[config.mk]
export PLATFORM = sky130hd
export DESIGN_NAME = result_collector
export DESIGN_NICKNAME = d
export VERILOG_FILES = /design/src/rtl/result_collector_pkg.sv /design/src/rtl/pkt_fifo.sv /design/src/rtl/result_collector.sv
export SDC_FILE = /design/constraint.sdc
export NUM_CORES = 1
export LEC_CHECK = 0
export ABC_AREA = 1
export BUFFER_PORTS_ARGS = -buffer_cell sky130_fd_sc_hd__buf_2
export CAP_MARGIN = 20
export CORE_MARGIN = 2
export CORE_UTILIZATION = 50
export CTS_CLUSTER_SIZE = 14
export DETAILED_ROUTE_END_ITERATION = 12
export PLACE_DENSITY = 0.74
export SLEW_MARGIN = 30
export SYNTH_ARGS = -nofsm -noshare
export SYNTH_HDL_FRONTEND = slang
export SYNTH_SLANG_ARGS = --single-unit
[constraint.sdc]
create_clock -name clk -period 9.1 [get_ports clk]
set_input_delay 0.91 -clock clk [delete_from_list [all_inputs] [get_ports clk]]
set_output_delay 0.91 -clock clk [all_outputs]
set_load 0.01 [all_outputs]
[src/rtl/result_collector_pkg.sv]
// Shared types and constants for the result collector and its packet FIFO.
package result_collector_pkg;

    localparam int RESULT_W = 5;
    localparam int VALUE_W  = 11;

    typedef enum logic [1:0] {
        ST_IDLE    = 2'd0,
        ST_COLLECT = 2'd1,
        ST_TAIL    = 2'd2,
        ST_DRAIN   = 2'd3
    } state_e;

    typedef logic [1:0] err_code_t;

    localparam err_code_t ERR_NONE  = 2'b00;
    localparam err_code_t ERR_SHORT = 2'b01;
    localparam err_code_t ERR_LONG  = 2'b10;
    localparam err_code_t ERR_OVF   = 2'b11;

endpackage

[src/rtl/pkt_fifo.sv]
// Small synchronous FIFO holding assembled packets. A push is accepted
// when not full or when a pop happens in the same cycle (the pop frees the
// slot). The head word reads as zero while the FIFO is empty.
module pkt_fifo #(
    parameter int DEPTH = 2,   // power of two, >= 2
    parameter int WIDTH = 36
) (
    input  logic             clk,
    input  logic             rst,
    input  logic             push_i,
    input  logic             pop_i,
    input  logic [WIDTH-1:0] data_i,
    output logic             full_o,
    output logic             empty_o,
    output logic [WIDTH-1:0] data_o
);

    localparam int AW = $clog2(DEPTH);

    logic [AW:0]      wr_ptr_q, wr_ptr_d;
    logic [AW:0]      rd_ptr_q, rd_ptr_d;
    logic [WIDTH-1:0] mem_q [DEPTH];
    logic             wr_en;
    logic             rd_en;

    assign empty_o = (wr_ptr_q == rd_ptr_q);
    assign full_o  = (wr_ptr_q[AW] != rd_ptr_q[AW]) &&
                     (wr_ptr_q[AW-1:0] == rd_ptr_q[AW-1:0]);
    assign rd_en   = pop_i && !empty_o;
    assign wr_en   = push_i && (!full_o || rd_en);
    assign data_o  = empty_o ? '0 : mem_q[rd_ptr_q[AW-1:0]];

    // Pointer advance for accepted writes and reads.
    always_comb begin
        // NOTE: every always_comb output gets a default first so no path leaves it unassigned (no latch).
        wr_ptr_d = wr_ptr_q;
        rd_ptr_d = rd_ptr_q;
        if (wr_en) wr_ptr_d = wr_ptr_q + (AW+1)'(1);
        if (rd_en) rd_ptr_d = rd_ptr_q + (AW+1)'(1);
    end

    // Pointer registers; reset empties the FIFO.
    always_ff @(posedge clk) begin
        // NOTE: sequential state uses non-blocking assignments so all registers update from pre-edge values.
        if (rst) begin
            wr_ptr_q <= '0;
            rd_ptr_q <= '0;
        end else begin
            wr_ptr_q <= wr_ptr_d;
            rd_ptr_q <= rd_ptr_d;
        end
    end

    // Storage array write.
    always_ff @(posedge clk) begin
        // NOTE: storage is deliberately not reset; empty pointers plus the zeroed head mux hide stale words.
        if (wr_en) mem_q[wr_ptr_q[AW-1:0]] <= data_i;
    end

endmodule

[src/rtl/result_collector.sv]
// Collects BURST_LEN result beats from the upstream matcher into one packet,
// queues packets for a downstream consumer, flags short/long/overflow bursts
// and keeps running statistics (best value, accepted packet count).
module result_collector
    import result_collector_pkg::*;
#(
    parameter int BURST_LEN = 5,   // >= 2
    parameter int DEPTH     = 2
) (
    input  logic                          clk,
    input  logic                          rst,
    input  logic                          in_valid,
    input  logic [RESULT_W-1:0]           result,
    input  logic [VALUE_W-1:0]            out_value,
    input  logic                          pkt_ready,
    output logic                          pkt_valid,
    output logic [BURST_LEN*RESULT_W-1:0] pkt_result,
    output logic [VALUE_W-1:0]            pkt_value,
    output logic                          err_pulse,
    output logic [1:0]                    err_code,
    output logic [VALUE_W-1:0]            best_value,
    output logic [7:0]                    pkt_count
);

    localparam int CNT_W   = $clog2(BURST_LEN);
    localparam int PKT_W   = BURST_LEN*RESULT_W + VALUE_W;
    localparam logic [CNT_W-1:0] LAST_BEAT = CNT_W'(BURST_LEN-1);

    state_e                                 state_q, state_d;
    logic [CNT_W-1:0]                       cnt_q, cnt_d;
    // Beats 0..BURST_LEN-2; the last beat goes straight from the input into the packet.
    logic [BURST_LEN-2:0][RESULT_W-1:0]     beats_q, beats_d;
    logic                                   push_req;
    err_code_t                              fsm_err;
    err_code_t                              err_d;
    logic                                   err_pulse_q;
    err_code_t                              err_code_q;
    logic [VALUE_W-1:0]                     best_q, best_d;
    logic [7:0]                             count_q, count_d;

    logic                                   fifo_full;
    logic                                   fifo_empty;
    logic                                   pop;
    logic                                   push_ok;
    logic [PKT_W-1:0]                       fifo_din;
    logic [PKT_W-1:0]                       fifo_dout;

    assign pop      = !fifo_empty && pkt_ready;
    assign push_ok  = push_req && (!fifo_full || pop);
    assign fifo_din = {out_value, result, beats_q};

    pkt_fifo #(
        .DEPTH (DEPTH),
        .WIDTH (PKT_W)
    ) u_fifo (
        .clk     (clk),
        .rst     (rst),
        .push_i  (push_req),
        .pop_i   (pop),
        .data_i  (fifo_din),
        .full_o  (fifo_full),
        .empty_o (fifo_empty),
        .data_o  (fifo_dout)
    );

    assign pkt_valid               = !fifo_empty;
    assign {pkt_value, pkt_result} = fifo_dout;
    assign err_pulse               = err_pulse_q;
    assign err_code                = err_code_q;
    assign best_value              = best_q;
    assign pkt_count               = count_q;

    // Burst framing FSM: next state, beat capture, push request and framing errors.
    always_comb begin
        state_d  = state_q;
        cnt_d    = cnt_q;
        beats_d  = beats_q;
        push_req = 1'b0;
        fsm_err  = ERR_NONE;
        case (state_q)
            ST_IDLE: begin
                if (in_valid) begin
                    beats_d[0] = result;
                    cnt_d      = CNT_W'(1);
                    state_d    = ST_COLLECT;
                end
            end
            ST_COLLECT: begin
                if (in_valid) begin
                    if (cnt_q == LAST_BEAT) begin
                        push_req = 1'b1;
                        cnt_d    = '0;
                        state_d  = ST_TAIL;
                    end else begin
                        for (int k = 0; k < BURST_LEN-1; k++) begin
                            if (cnt_q == CNT_W'(k)) beats_d[k] = result;
                        end
                        cnt_d = cnt_q + CNT_W'(1);
                    end
                end else begin
                    fsm_err = ERR_SHORT;
                    cnt_d   = '0;
                    state_d = ST_IDLE;
                end
            end
            ST_TAIL: begin
                if (in_valid) begin
                    fsm_err = ERR_LONG;
                    state_d = ST_DRAIN;
                end else begin
                    state_d = ST_IDLE;
                end
            end
            ST_DRAIN: begin
                if (!in_valid) state_d = ST_IDLE;
            end
            default: state_d = ST_IDLE;
        endcase
    end

    // Error selection (framing errors win over overflow) and statistics update.
    always_comb begin
        err_d   = fsm_err;
        best_d  = best_q;
        count_d = count_q;
        if (fsm_err == ERR_NONE && push_req && !push_ok) err_d = ERR_OVF;
        if (push_ok) begin
            if (out_value > best_q) best_d = out_value;
            if (count_q != 8'hFF)   count_d = count_q + 8'd1;
        end
    end

    // FSM state and beat counter registers.
    always_ff @(posedge clk) begin
        if (rst) begin
            state_q <= ST_IDLE;
            cnt_q   <= '0;
        end else begin
            state_q <= state_d;
            cnt_q   <= cnt_d;
        end
    end

    // Beat holding registers; contents are only consumed after a full burst overwrites them.
    always_ff @(posedge clk) begin
        beats_q <= beats_d;
    end

    // Registered error strobe and statistics.
    always_ff @(posedge clk) begin
        if (rst) begin
            err_pulse_q <= 1'b0;
            err_code_q  <= ERR_NONE;
            best_q      <= '0;
            count_q     <= '0;
        end else begin
            err_pulse_q <= (err_d != ERR_NONE);
            err_code_q  <= err_d;
            best_q      <= best_d;
            count_q     <= count_d;
        end
    end

endmodule
---- Word-level counts from Yosys, hierarchy flattened ----
Memories as Yosys holds them, arrays and structs flattened. A register that Yosys moved wholly into a read port is not among the register bits.
Cells that the tools add are included.
storage, ports and cells
  bits in registers ....................... 51
  RAM bits ................................ 72
  bits of input ports ..................... 20
  output and inout port bits .............. 59
  logic and storage cells ................. 88
  memories ................................ 1
memory list
  name          depth  width  read ports  clocked after memory_dff  wr ports  line            text
  u_fifo.mem_q  2      36     1           1                         1         pkt_fifo.sv:22  logic [WIDTH-1:0] mem_q [DEPTH];
cells by class
  add/subtract/negate cells ............... 4
  order comparisons ....................... 1
  eq/ne operators ......................... 17
  mux-type cells .......................... 27
  bitwise gates (word level) .............. 1
  reduce and logical (&&, ||, !) cells .... 25
operator list
  operator                                                         count
  36-bit two-way mux                                               1
  5-bit two-way mux                                                4
  2-bit two-way mux                                                7
  4-bit AND reduction                                              3
  11-bit greater-than comparator                                   1
  2-bit != test, second input constant                             5
  5-bit case mux with 2 select lines                               1
  3-bit two-way mux                                                3
  8-bit by 1-bit adder with 8-bit output, second input constant    1
  1-bit two-way mux                                                8
  8-bit != test, second input constant                             1
  2-bit case mux with 4 select lines                               1
  1-bit logical AND                                                7
  3-bit by 2-bit == test with 1-bit output, second input constant  2
  3-bit case mux with 2 select lines                               1
  2-bit AND reduction                                              3
  5-bit AND reduction                                              1
  2-bit by 1-bit adder with 2-bit output, second input constant    2
  2-bit == test, second input constant                             2
  2-bit logical NOT                                                2
  2-bit case mux with 2 select lines                               1
  2-bit nonzero test                                               2
  3-bit by 1-bit adder with 3-bit output, second input constant    1
  3-bit by 1-bit == test with 1-bit output, second input constant  1
  other kinds (11)                                                 14

---- Depth between registers and ports, before layout ----
  depth after elaboration ................. 9
  mapped depth ............................ 12
  gate-level depth less buffers ........... 11

---- Hierarchy ----
A second synthesis with hierarchy kept.
unflattened totals
  cells, all modules ...................... 513
  area, all modules ....................... 5551.6 um2
by module, submodules not included
  module            instances  cells an instance  area an instance (um2)  seq. area each (um2)
  pkt_fifo          1          237                3150.5                  2262.2
  result_collector  1          276                2401.1                  1141.1

---- Worst setup path before layout ----
OpenSTA, ideal clock, no wires.
  path type ............................... input -> register
  start point ............................. input port in_valid
  end point ............................... memory u_fifo.mem_q[1][0], enable pin
  setup time .............................. 0.432 ns
  data arrival time ....................... 2.764 ns
  data required time ...................... 8.668 ns
  slack ................................... 5.904 ns
  cell stages on the path ................. 4
  path buffers ............................ 0
  cells stage by stage .................... nand2_4 -> nor2_8 -> nand2_4 -> nor2_1
between the ends
  longest elaborated chain between the ends .. 5
RTL lines
  element                                  line                    text
  start, declared                          result_collector.sv:12  input logic in_valid,
  1-bit two-way mux                        result_collector.sv:89  if (in_valid) begin
  1-bit two-way mux                        result_collector.sv:80  case (state_q)
  1-bit logical AND                        pkt_fifo.sv:30          assign wr_en = push_i && (!full_o || rd_en);
  1-bit two-way mux                        pkt_fifo.sv:57          if (wr_en) mem_q[wr_ptr_q[AW-1:0]] <= data_i;
  1-bit two-way mux (implied by the code)  pkt_fifo.sv:57
  end, declared                            pkt_fifo.sv:22
Every way passes these cells.

---- Worst setup path after layout ----
  start point ............................. register u_fifo.rd_ptr_q[1]
  end point ............................... output port pkt_result[3]
between the ends
  longest elaborated chain between the ends .. 2
RTL lines
  element                 line                    text
  start, declared         pkt_fifo.sv:21          logic [AW:0] rd_ptr_q, rd_ptr_d;
  start signal, assigned  pkt_fifo.sv:50          rd_ptr_q <= rd_ptr_d;
  2-bit == test           pkt_fifo.sv:26          assign empty_o = (wr_ptr_q == rd_ptr_q);
  36-bit two-way mux      pkt_fifo.sv:31          assign data_o = empty_o ? '0 : mem_q[rd_ptr_q[AW-1:0]];
  end, declared           result_collector.sv:17  output logic [BURST_LEN*RESULT_W-1:0] pkt_result,
Every way passes these cells.

==> qor.csv <==
metric,value,unit
pwr-share-comb,7.9,%
synth.avg_cell_area,10.6,um2
fillCellCount,800,
synth_area,0.00531,mm2
portBuffers,78,
track_usage,19.5,%
grt_pass1_wl,17.2,mm
netlist_instances,500,
dr.first_iter.drc_count,242,
cap_violations,0,
intPower,1.03,mW
synth_nets,542,
worstSetupPathType,reg2out,
cts_buffers,17,
synth_cell_types,35,
peakVddDrop,0.000134,V
hpwl,6.85,mm
p_clk_share,43.4,%
via_count,3716,
p_sw,0.308,mW
cp_data_arrival_time,2160,ps
post-route-min-period,3070,ps
cts_tree,built,
gp_congestion,0.810,
drive_gt1_share,21.4,%
vias_per_cell,5.07,
cp_data_required_time,8190,ps
synth-seq-cells,124,
leakage,2.69,nW
rrSetupSlack,6960,ps
p_per_area,209,mW/mm2
netSwitchingFraction,23.0,%
fmax,0.326,GHz
worst_slack,6030,ps
antenna_found_initial,0,
yosysWarningCount,0,
die-area,0.0115,mm2
totalWireLength,10.4,mm
status,"finished, final reports clean",
antenna_cells,0,
setup_violations,0,
synth_edf_count,92,
start_util,51.4,%
holdBufCountCts,0,
overflow,0,
postRouteAntennaNets,0,
start_kind,flip-flop,
grt_pass1_vias,3748,
finalPower,1.34,mW
setup_tns,0,ps
drc,0,
relSlewSlack,46.2,%
hp-class,reg2reg,
worst_pin_slew,805,ps
fin_crit_sh,33.7,%
hold_viol,0,
syn_to_final_growth,20.5,%
h-tree-depth,4,
post-place-ws,5980,ps
cp_max_fo,20,
dieWidth,107,um
grt_start_max_net_pins,38,
die_y,107,um
cts_sinks,124,
post_cts_resized,0,
synth_seq_area_share,64.1,%
cts.path.max_buffers,2,
post_cts_buffers,0,
critPathCaptureType,output port,
drt-pass1-iter-count,4,
cpMostUsedCell,nand2_1,
clk_latency,510,ps
cpMaxStageDelayCell,a21oi_4,
wl_per_cell,14.1,um
skew,6.95,ps
ctsRootBufferMaster,clkbuf_8,
rsz0062_at_grt,no,
core-area,0.0103,mm2
p_seq_share,48.6,%
synthArstFlopShare,0,%
path_clk_slew,60,ps
slowest_delay,550,ps
worstPathCellList,inv_1 -> nand2_1 -> nand2_1 -> a21oi_4 -> buf_8 -> a21oi_1 -> buf_2,
slew_violations,0,
final_nets,626,
rows,37,
ys.flop_type,edfxtp_1,
io_pins,79,
## state kept, by name, indices dropped and copies added (netlist names), 3 cells and up, named ones only
name          count
u_fifo.mem_q     72
best_value       11
pkt_count         8
beats_q          20
cnt_q             3
## Yosys cell counts, types with 4 or more instances
cell	n	area share [%]
nand2_1	125	8.8
dfxtp_1	32	12
nand3_1	24	2.3
nor2_1	31	2.2
inv_1	52	3.7
buf_1	5	0.35
ha_1	22	5.2
edfxtp_1	92	52
a21oi_1	64	6.0
clkbuf_1	4	0.28
buf_2	5	0.47
o21ai_0	9	0.85
## per-layer routing
| layer | vias to the layer above | GRT usage [%] | routed length (um) |
|---|---|---|---|
| li1 | 1863 | - | - |
| met1 | 1750 | 24.2 | 4530 |
| met2 | 90 | 32.5 | 5220 |
| met3 | 13 | 5.11 | 480 |
| met4 | 0 | 7.98 | 130 |
| met5 | - | 0 | 0 |
## worst paths after layout
check	cells after the start	startpoint	to
min	0	beats_q[7]	u_fifo.mem_q[0][7]
max reg2reg	10	best_value[6]	best_value[3]
min reg2reg	0	beats_q[7]	u_fifo.mem_q[0][7]
max	7	u_fifo.rd_ptr_q[1]	pkt_result[3]
## through the flow
stage               util [%]  hold WS, ps  std cells  area, um2
floorplan                  -          421        500       5310
CTS                     61.8          442        732       6380
finish                  62.0          442        733       6400
global route            62.0          451        733       6400
global placement        56.1          424        698       5800
detailed placement      56.7          431        700       5860
## cell type report
class / instances / area, um2 / share of cell area (%)
clock buffers: 19 / 422 / 6.59
clock inverters: 13 / 103 / 1.60
inverters: 55 / 206 / 3.23
multi-input cells: 304 / 1620 / 25.4
flip-flops and latches: 124 / 3400 / 53.2
well taps: 136 / 170 / 2.66
repair buffers: 82 / 468 / 7.32
## cells in the final DEF, fill, tap and decap left out, drive strengths merged
master	n
o21ai	9
a31oi	2
dfxtp	32
a21oi	67
bufinv	1
a211oi	1
nand3b	1
nor3	3
a21o	1
clkinvlp	3
buf	82
inv	55
xnor2	2
clkbuf	19
xor2	2
nand2	129
o22ai	1
ha	22
edfxtp	92
nor2	33
clkinv	9
nor4	1
nand4	4
nand3	26
## critical path, delay by kind of cell, from the launching register on
| kind | cells | cell delay [ps] |
|---|---|---|
| AO/OA/AOI/OAI | 2 | 640 |
| AND/OR/NAND/NOR | 2 | 210 |
| buffers and inverters | 3 | 470 |
| flip-flops | 1 | 340 |
## kinds of logic after synthesis
logic type / share of synthesized area, %
xor gates and xnor gates: 0.660
buffers and inverters: 5.68
adders and majority gates: 5.19
AOI/OAI and AO/OA: 8.16
and+or+nand+nor: 16.2
DFF: 64.1
## power groups by stage
stage | Combinational (mW) | Sequential [mW] | Clock, mW
floorplan | 0.0723 | 0.659 | 0
global placement | 0.0974 | 0.660 | 0
detailed placement | 0.106 | 0.662 | 0
CTS | 0.106 | 0.651 | 0.591
global route | 0.122 | 0.654 | 0.618
finish | 0.106 | 0.651 | 0.581
No activity file was read; power rests on OpenSTA's default activity.
